### src/rtl/pe_result_collector.sv
// rtl/pe_result_collector.sv - per-PE result capture for one systolic row, drained in PE order
// Each PE's result is final after k_len done pulses; results stream out once every PE is captured.
module pe_result_collector #(
  parameter int NUM_PE = 4,
  parameter int RES_W  = 65,
  localparam int IDX_W = $clog2(NUM_PE)
) (
  input  logic                    clk,
  input  logic                    rst,
  input  logic                    start,
  input  logic [15:0]             k_len,
  input  logic [NUM_PE-1:0]       done_pe,
  input  logic [NUM_PE*RES_W-1:0] pe_result,
  output logic                    out_valid,
  input  logic                    out_ready,
  output logic [RES_W-1:0]        out_data,
  output logic [IDX_W-1:0]        out_idx,
  output logic                    out_last,
  output logic                    busy,
  output logic                    round_done,
  output logic                    ovf
);

  typedef enum logic [1:0] {
    IDLE  = 2'd0,
    ACCUM = 2'd1,
    DRAIN = 2'd2
  } state_t;

  localparam logic [IDX_W-1:0] LAST_IDX = IDX_W'(NUM_PE - 1);

  state_t            state;
  state_t            state_next;
  logic [15:0]       k_lat;
  logic [15:0]       cnt    [NUM_PE];
  logic [RES_W-1:0]  buffer [NUM_PE];
  logic [NUM_PE-1:0] captured;
  logic [NUM_PE-1:0] cap_now;
  logic              bad_pulse;
  logic              all_cap;
  logic              accept_start;
  logic              handshake;

  // A pulse is only legal in ACCUM on a PE that has not yet reached k_len.
  always_comb begin
    cap_now   = '0;
    bad_pulse = 1'b0;
    for (int i = 0; i < NUM_PE; i++) begin
      if (done_pe[i]) begin
        if (state == ACCUM && !captured[i]) begin
          cap_now[i] = ((cnt[i] + 16'd1) == k_lat);
        end else begin
          bad_pulse = 1'b1;
        end
      end
    end
  end

  assign all_cap      = &(captured | cap_now);
  assign accept_start = (state == IDLE) && start && (k_len != 16'd0);
  assign handshake    = out_valid && out_ready;

  always_ff @(posedge clk or negedge rst) begin
    if (!rst) begin
      state <= IDLE;
    end else begin
      state <= state_next;
    end
  end

  always_comb begin
    state_next = state;
    case (state)
      IDLE: begin
        if (accept_start) begin
          state_next = ACCUM;
        end
      end
      ACCUM: begin
        if (all_cap) begin
          state_next = DRAIN;
        end
      end
      DRAIN: begin
        if (handshake && out_last) begin
          state_next = IDLE;
        end
      end
      default: state_next = IDLE;
    endcase
  end

  always_comb begin
    out_valid = (state == DRAIN);
    busy      = (state != IDLE);
    out_last  = (state == DRAIN) && (out_idx == LAST_IDX);
    out_data  = buffer[out_idx];
  end

  always_ff @(posedge clk or negedge rst) begin
    if (!rst) begin
      k_lat      <= '0;
      captured   <= '0;
      out_idx    <= '0;
      round_done <= 1'b0;
      ovf        <= 1'b0;
      for (int i = 0; i < NUM_PE; i++) begin
        cnt[i]    <= '0;
        buffer[i] <= '0;
      end
    end else begin
      round_done <= 1'b0;
      case (state)
        IDLE: begin
          if (accept_start) begin
            k_lat    <= k_len;
            captured <= '0;
            out_idx  <= '0;
            ovf      <= 1'b0;
            for (int i = 0; i < NUM_PE; i++) begin
              cnt[i] <= '0;
            end
          end else if (start) begin
            ovf <= 1'b1;
          end
        end
        ACCUM: begin
          for (int i = 0; i < NUM_PE; i++) begin
            if (done_pe[i] && !captured[i]) begin
              cnt[i] <= cnt[i] + 16'd1;
              if (cap_now[i]) begin
                buffer[i]   <= pe_result[i*RES_W +: RES_W];
                captured[i] <= 1'b1;
              end
            end
          end
          if (all_cap) begin
            out_idx <= '0;
          end
        end
        DRAIN: begin
          if (handshake) begin
            if (out_last) begin
              out_idx    <= '0;
              round_done <= 1'b1;
            end else begin
              out_idx <= out_idx + IDX_W'(1);
            end
          end
        end
        default: ;
      endcase
      // Unexpected pulses win over a same-cycle clear so they are never lost.
      if (bad_pulse) begin
        ovf <= 1'b1;
      end
    end
  end

endmodule

### config.mk
export PLATFORM = sky130hd
export DESIGN_NAME = pe_result_collector
export DESIGN_NICKNAME = d
export VERILOG_FILES = /design/src/rtl/pe_result_collector.sv
export SDC_FILE = /design/constraint.sdc
export NUM_CORES = 1
export LEC_CHECK = 0
export BUFFER_PORTS_ARGS = -buffer_cell sky130_fd_sc_hd__buf_2
export CORE_MARGIN = 3
export CORE_UTILIZATION = 56
export DETAILED_ROUTE_END_ITERATION = 12
export GPL_ROUTABILITY_DRIVEN = 0
export GPL_TIMING_DRIVEN = 1
export PLACE_DENSITY = 0.77
export SYNTH_ARGS = -nofsm -noshare
export SYNTH_HDL_FRONTEND = slang
export SYNTH_SLANG_ARGS = --single-unit
### constraint.sdc
create_clock -name clk -period 4.2 [get_ports clk]
set_input_delay 0.42 -clock clk [delete_from_list [all_inputs] [get_ports clk]]
set_output_delay 0.42 -clock clk [all_outputs]
set_load 0.01 [all_outputs]
Word level (Yosys, flattened, before mapping) --
Index checks and enable logic that the tools add are counted.
Storage, ports and cells: output and inout port bits 72, word-level logic and storage cells 136, input bits 284, register bits after elaboration 350
Cells by class: bitwise gates (word level) 2, eq/ne operators 19, add/subtract/negate cells 5, mux-type cells 51, reduce and logical (&&, ||, !) cells 41, order comparisons 1
Operators with widths (count):
- $bmux W65 S2 | 1
- $mux W65 | 2
- $pmux W64 S2 | 1
- $add A16 B1 Y16 const B | 4
- $eq A16 B16 Y1 | 4
- $mux W16 | 4
- $mux W64 | 1
- $mux W1 | 31
- $reduce_and A3 Y1 | 9
- $reduce_and A4 Y1 | 6
- $reduce_bool A16 Y1 | 1
- $mux W2 | 7
- $logic_and A1 B1 Y1 | 13
- $ne A2 B1 Y1 const B | 6
- $ne A2 B2 Y1 const B | 6
- $pmux W2 S3 | 2
- $pmux W4 S2 | 1
- $reduce_bool A2 Y1 | 3
- $reduce_bool A3 Y1 | 2
- $eq A2 B2 Y1 const B | 2
- $logic_not A1 Y1 | 4
- $mux W4 | 1
- $or A4 B4 Y4 | 1
- $reduce_and A2 Y1 | 2
- 5 further kinds | 5

Longest topological paths before layout --
Gate-level depths: netlist of the first run.
depth after elaboration 12, depth in mapped cells 12, depth with buffers taken out 9

Least setup slack after synthesis of the first run --
OpenSTA, ideal clock, no wires.
kind reg2reg, from register cnt[32] (netlist name), to register buffer[148] (netlist name), data arrival time 2.798 ns, data required time 4.073 ns, clock period less this slack 2.925 ns, setup slack 1.275 ns, library setup time 0.127 ns, cell stages (with the launch flop) 12, cell sequence dfrtp_1 -> ha_1 -> buf_2 -> and4_1 -> buf_2 -> a211o_1 -> a2111oi_2 -> o32ai_1 -> nor4_4 -> buf_6 -> buf_8 -> mux2_1
On the way: longest elaborated chain between the ends 5
RTL lines:
- start, declared | line 35 | logic [15:0] cnt [NUM_PE];
- start signal, assigned by index | line 130 | cnt[i] <= cnt[i] + 16'd1;
- $add A16 B1 Y16 | line 51 | cap_now[i] = ((cnt[i] + 16'd1) == k_lat);
- $eq A16 B16 Y1 | line 51
- $mux W1 | line 50 | if (state == ACCUM && !captured[i]) begin
- $mux W1 | line 49 | if (done_pe[i]) begin
- $reduce_and A3 Y1 (no source line)
- end signal, assigned by index | line 132 | buffer[i] <= pe_result[i*RES_W +: RES_W];
- end, declared | line 36 | logic [RES_W-1:0] buffer [NUM_PE];
No other way between the ends. A chain may end at the register's enable or synchronous reset.

Final worst setup path of the first run --
from register cnt[48] (netlist name), to register buffer[206] (netlist name)
Same word-level chain as after synthesis.

==> results of run 1 <==
-- report_power, final --
part,switching (mW),internal (mW)
logic,0.868,0.949
registers,0.599,3.64
clock network,1.36,2.09
-- final cells by class --
| class | instances | area (µm²) |
|---|---|---|
| diodes | 12 | 30.03 |
| clock buffers | 55 | 1107 |
| clock inverters | 16 | 195.2 |
| fillers | 2217 | 9843 |
| inverters | 13 | 48.80 |
| multi-input cells | 976 | 8359 |
| flip-flops and latches | 350 | 8766 |
| well taps | 396 | 495.5 |
| repair buffers | 380 | 2064 |
-- kinds of logic (layout without fill, tap and decap cells) --
kind of cell    after synthesis  in the layout
xor+xnor                     77             77
simple gates                351            351
other cells                   0             12
fa+ha+maj                     5              5
compound gates              216            216
mux                         327            327
flops                       350            350
buf+inv                     126            464
-- worst register-to-register path: stages (launching register included) --
cell,delay (ns)
dfrtp_1,0.51
ha_1,0.39
nand3_1,0.27
nor4_1,0.55
xnor2_1,0.18
nand4_1,0.16
a2111oi_4,0.47
buf_4,0.45
mux2_2,0.40
-- Yosys cell counts, types with 11 or more instances --
cell type  count  area [µm²]
dfrtp_1      350        8758
mux2_2       142        1599
mux2_1       118        1329
nand2_1      107       401.6
o21ai_0      106       530.5
mux4_2        65        1464
nor2_1        64       240.2
clkbuf_1      49       183.9
xnor2_1       47       411.6
nand3_1       39       195.2
buf_2         34       170.2
xor2_1        29       254.0
a21oi_1       28       140.1
o31ai_1       28       210.2
and3_1        27       168.9
nand4_1       21       131.4
nor4_1        15       93.84
and4_1        14       122.6
inv_1         13       48.80
buf_1         12       45.04
a31oi_1       11       68.82
nor3_1        11       55.05
-- metrics by stage --
step           cells  hold slack (ns)  power, mW  instance area [µm²]
6_report        2198           0.1026      9.500                21070
5_1_grt         2195          0.08792      9.946                21060
4_1_cts         2186          0.08667      9.571                21040
3_5_place_dp    2114           0.4743      6.107                19720
3_3_place_gp    2114           0.4621      6.021                19720
2_1_floorplan   1452           0.1244      5.382                17750
-- state kept, by name, indices dropped and copies added, names as in the netlist --
register,count
state,2
ovf,1
cnt,64
captured,4
out_idx,2
round_done,1
buffer,260
k_lat,16
-- timing repair --
| action | 4_1_cts | 5_1_grt |
|---|---|---|
| hold buffers | 1 | 0 |
| buffers inserted | 0 | 0 |
| endpoints found under the hold margin | 93 | 0 |
-- placed cells by master (no fill, tap or decap), types with 6 or more instances in the layout --
cell type  count
buf_2        354
dfrtp_1      348
mux2_2       142
mux2_1       118
nand2_1      107
o21ai_0      106
mux4_2        65
nor2_1        64
xnor2_1       47
clkbuf_16     40
nand3_1       39
xor2_1        29
o31ai_1       28
a21oi_1       28
and3_1        27
nand4_1       21
buf_4         17
nor4_1        15
and4_1        14
inv_1         13
diode_2       12
a31oi_1       11
nor3_1        11
and2_1        10
clkinv_2      10
clkbuf_1      10
a211oi_1       7
buf_12         7
or3_1          6
-- how the worst min path moves through the flow --
stage / startpoint / endpoint / slack (ns)
final: pe_result[19] / buffer[214] / 0.10
after floorplan: rst / buffer[0] / 0.12
after global placement: buffer[217] / buffer[217] / 0.46
after global routing: pe_result[20] / buffer[215] / 0.09
after detailed placement: buffer[242] / buffer[242] / 0.47
after CTS: pe_result[86] / buffer[151] / 0.09
-- layer usage --
metal  part of all wire [%]  global-route usage, %  vias up
met5                  0.027                      0        -
met4                    5.4                  13.49        2
li1                       -                      -     5965
met2                     48                  44.78      575
met1                     39                  35.42     6641
met3                    7.5                  5.006      143
==> reports/qor.yml, run 1 <==
max_stage_delay_ns: 0.55
grt_pass1_vias: 13570
wl_per_cell_um: 21.74
drv_slew: 0
cts.path.max_buffers: 3
clockRootBuffer: "clkbuf_16"
synth_seq_area_share_pct: 49.35
crit_type: "flop to flop"
synth_mux_area_share_pct: 24.86
ir_drop_mv: 0.4139
fin_crit_sh_pct: 83.59
clkTransAtPathRegs_ns: 0.06
area_growth_pct: 18.71
htree_levels: 2
numCtsBuffers: 40
cts_tree: "yes"
synth_cell_type_count: 73
crit_slowest_cell: "nor4_1"
post_cts_resized: 0
io_pins: 356
reg2reg_depth: 8
timing.slew.headroom_pct: 38.95
grt.overflow.total: 0
cp.required_ns: 4.60
maxCapViolCount: 0
fin_nets: 2050
cp.depth: 8
dr.pass1.iters: 7
critical_path_buf_inv_count: 1
avgSynthCellArea_um2: 12.22
r2r_setup_slack_ns: 0.69
synthFlopType: "dfrtp_1"
synth_area_um2: 17750
synth_top_family_by_area: "multiplexers"
yosys.area_share.simple_pct: 10.46
clock-sinks: 350
async_flop_share_pct: 100.0
fin_util_pct: 68.16
hold_class: "input port to flop"
synthXorXnorAreaFrac_pct: 3.878
ys_ff_latch: 350
whs_path_depth: 2
drive_above_1_share_pct: 37.15
track_usage_pct: 27.36
post-place-ws_ns: 0.7188
finClkSkew_ns: 0.03055
syn_nets: 1741
grt_start_max_net_pins: 99
synth-compound-area-share_pct: 7.502
die-area_um2: 33860
crit_chain: "ha_1 > nand3_1 > nor4_1 > xnor2_1 > nand4_1 > a2111oi_4 > buf_4 > mux2_2"
status: "complete, no violations"
crit_start: "cnt[48]"
dp_hpwl_um: 33390
antenna_found_initial: 10
grt_pass1_wl_um: 73260
ant_nets: 0
synthCells: 1452
floorplan.die.height_um: 184.0
r2r_end: "buffer[206]"
ys_warn_count: 0
report.final.setup_viol: 0
drc: 0
fin_ws_ns: 0.6894
final_hold_viol_count: 0
die_w_um: 184.0
vias_per_cell: 6.063
io_buffers: 355
routed_wirelength_um: 47800
yosys.area_share.adder_pct: 0.3525
tightest_slew_ns: 0.9124
p_leak_nw: 10.44
start_kind: "flop"
rows: 64
crit_fanout: 25
synth-edff-count: 0
tns_ns: 0
cp_top_family: "simple AND/OR/NAND/NOR gates"
powerDensity_nw_per_um2: 450.9
start_util_pct: 57.41
endpoint: "buffer[206]"
clock_latency_ns: 0.53
drt_iter0_markers: 839
cp.arrival_ns: 3.91
crit_path_end_kind: "flop"
r2r_start: "cnt[48]"
grt_setup_unrepaired: "false"
vias: 13330
core_area_um2: 30910
period_needed_ns: 3.511
max_freq_ghz: 0.2848
No activity file was read; power rests on OpenSTA's default activity.
==> inputs of run 2 (changes only) <==
Settings changed: ABC_AREA set to 1, CORE_UTILIZATION 56 to 51, PLACE_DENSITY 0.77 to 0.74.
Clock period 4.2 ns to 3 ns, I/O delays scaled along.
==> run 2 against run 1 <==
Global-route usage up 7.5 points; die area up 12%; first-iteration DRC count up 82%; area after synthesis up 2.5%; clock power up 38%; largest cell class unchanged; critical endpoint is now out_data[31]; worst setup slack worse by 0.51 ns; cell count up 50%; routed wire length up 39%; register-to-register slack worse by 0.40 ns; total power up 55%.
==> reports/qor.yml, run 2 <==
area_growth_pct: 34.70
yosysMostFrequentCell: "nand2_1"
dp_cells: 2944  # +39%
synth-compound-area-share_pct: 12.29  # +4.8 points
start_kind: "flop"
yosys.area_share.simple_pct: 20.43  # +10 points
grt_start_max_net_pins: 88  # -11%
p_seq_share_pct: 41.5  # -3.1 points
fin_ws_ns: 0.1805  # -0.5089 ns
yosys.area.top_type: "dfrtp_1"
timing.slew.headroom_pct: 46.06  # +7.1 points
grt_setup_unrepaired: "false"
p_clk_share_pct: 32.3  # -4.0 points
post-place-ws_ns: 0.3836  # -0.3352 ns
p_total_mw: 14.74  # +55%
synth_mux_area_share_pct: 9.638  # -15 points
fin_util_pct: 70.23  # +2.1 points
synthFlopType: "dfrtp_1"
synth_area_um2: 18190  # +2.5%
p_sw_share_pct: 34.75  # +5.0 points
htree_levels: 2  # unchanged
report.final.setup_viol: 0  # unchanged
period_needed_ns: 2.819
synth_top_family_by_area: "simple AND/OR/NAND/NOR gates"
synth_top_area_share_pct: 48.16  # -1.2 points
drc: 0  # unchanged
ant_nets: 0  # unchanged
drt_iter0_markers: 1527  # +82%
start_util_pct: 52.14  # -5.3 points
syn_nets: 2484  # +43%
tns_ns: 0  # unchanged
p_int_mw: 9.617  # +44%
finClkSkew_ns: 0.02124  # -0.009304 ns
dp_hpwl_um: 38510  # +15%
die_w_um: 194.8  # +5.9%
synth-edff-count: 0  # unchanged
numCtsBuffers: 40  # unchanged
routed_wirelength_um: 66630  # +39%
final_cells: 3294  # +50%
hold_class: "input port to flop"
synth_seq_area_share_pct: 48.16  # -1.2 points
fin_nets: 3089  # +51%
clkTransAtPathRegs_ns: 0.06  # about the same
dr.pass1.iters: 5  # -2
post_synth_most_frequent_cells: "nand2_1 (592), dfrtp_1 (350), o21ai_0 (308)"
largest_register_ffs: 260  # unchanged
cts_setup_buffers: 0  # unchanged
synthCells: 2195  # +51%
tightest_slew_ns: 0.8092  # -0.1032 ns
grt_pass1_wl_um: 106200  # +45%
p_leak_nw: 12.80  # +23%
fin_crit_sh_pct: 93.98
grt_pass1_vias: 19980  # +47%
layout_commonest_cell: "nand2_1"
io_buffers: 355  # unchanged
max_freq_ghz: 0.3547
maxCapViolCount: 0  # unchanged
wl_per_cell_um: 20.23  # -7.0%
whs_path_depth: 3  # +1
crit_slowest_cell: "dfrtp_1"
crit_fanout: 31  # +24%
vias: 18940  # +42%
cp.required_ns: 2.70  # -1.90 ns
track_usage_pct: 34.91  # +7.5 points
synth.area.top_cells: "dfrtp_1 (48%), nand2_1 (12%), o21ai_0 (8.5%)"
combPwrFrac_pct: 26.1  # +7.0 points
worst_path_most_repeated_cell: "o21ai_0"
synthXorXnorAreaFrac_pct: 1.149  # -2.7 points
core_area_um2: 34880  # +13%
layout.cells.most_common_list: "nand2_1 (588), buf_2 (354), dfrtp_1 (349)"
max_stage_delay_ns: 0.45  # -0.10 ns
avgSynthCellArea_um2: 8.286  # -32%
reg_top3: "buffer x260, cnt x64, k_lat x16"
cts.path.max_buffers: 3  # unchanged
largest_register: "buffer"
floorplan.die.height_um: 194.8  # +5.9%
vias_per_cell: 5.749  # -5.2%
crit_type: "flop to primary output"
ys_ff_latch: 350  # unchanged
ir_drop_mv: 0.3994  # -3.5%
crit_path_end_kind: "primary output"
io_pins: 356  # unchanged
async_flop_share_pct: 100.0  # unchanged
drv_slew: 0  # unchanged
antenna_found_initial: 7  # -3
clock_latency_ns: 0.56  # +0.03 ns
grt.overflow.total: 0  # unchanged
yosys.area_share.adder_pct: 0.3440  # -0.0086 points
die-area_um2: 37960  # +12%
ys_warn_count: 0  # unchanged
reg2reg_depth: 14  # +6
rows: 68  # +6.3%
cp.arrival_ns: 2.52  # -1.39 ns
status: "complete, no violations"
clock-sinks: 350  # unchanged
powerDensity_nw_per_um2: 601.6  # +33%
crit_chain: "inv_4 > buf_12 > buf_4 > o21ai_0 > o21ai_0 > buf_2"
cts_tree: "yes"
clockRootBuffer: "clkbuf_16"
drive_above_1_share_pct: 21.51  # -16 points
power.switching_mw: 5.120  # +81%
final_hold_viol_count: 0  # unchanged
synth_cell_type_count: 41  # -44%
-- run 2: power by group through the flow --
stage	clock [mW]	combinational (mW)	sequential (mW)
floorplan	0	2.34	5.83
global placement	0	3.32	6.12
detailed placement	0	3.42	6.14
CTS	4.79	3.74	6.06
global route	5.01	4.27	6.19
finish	4.76	3.85	6.12
-- run 2: per-stage QoR --
stage          hold WS, ns  area, µm²
6_report           0.03339      24500
5_1_grt            0.02263      24490
4_1_cts           0.008065      24470
3_5_place_dp        0.4126      20530
3_3_place_gp        0.4088      20530
2_1_floorplan     0.004409      18190
-- run 2: worst max-delay path: cells and delay by family (launching register included) --
kind                   cells  cell delay, ns
flip-flops                 1            0.45
buffers and inverters      4            0.96
AO/OA/AOI/OAI              2            0.54
-- run 2: logic make-up after synthesis --
logic type / count (synthesis)
AND/OR/NAND/NOR: 914
buffers and inverters: 349
adder cells (fa/ha/maj): 5
AO/OA/AOI/OAI: 431
flip-flops: 350
multiplexers: 130
XOR/XNOR: 16
-- run 2: layout make-up --
cell class / count / area (µm²)
Fill cell: 2456 / 10390
Sequential cell: 350 / 8760
Multi-Input combinational cell: 1496 / 8000
Timing Repair Buffer: 662 / 4952
Clock buffer: 56 / 1112
Inverter: 250 / 943.4
Tap cell: 455 / 569.3
Clock inverter: 13 / 131.4
Antenna cell: 12 / 30.03
-- run 2: path summary, 6_finish.rpt --
path,to,from,slack [ns]
max in group asynchronous,buffer[91],rst,1.64
min,k_lat[9],k_len[9],0.03
max reg2reg,buffer[42],cnt[0],0.29
min in group asynchronous,cnt[20],rst,0.42
max,out_data[31],out_idx[1],0.18
min reg2reg,buffer[51],buffer[51],0.47
-- run 2: metal layers --
layer / part of all wire (%) / vias to the layer above / routed length [µm] / GRT usage, %
met2: 48 / 1272 / 32220 / 57.84
met3: 9.4 / 357 / 6233 / 7.939
met1: 36 / 8941 / 23910 / 41.91
li1: - / 8366 / - / -
met5: 0 / - / 0 / 0
met4: 6.4 / 0 / 4271 / 20.39
-- run 2: timing repair --
| item | CTS | global route |
|---|---|---|
| resized for setup | 0 | 1 |
| endpoints found under the hold margin | 344 | 0 |
| endpoints found under the setup margin | 0 | 3 |
| hold buffers | 269 | 0 |
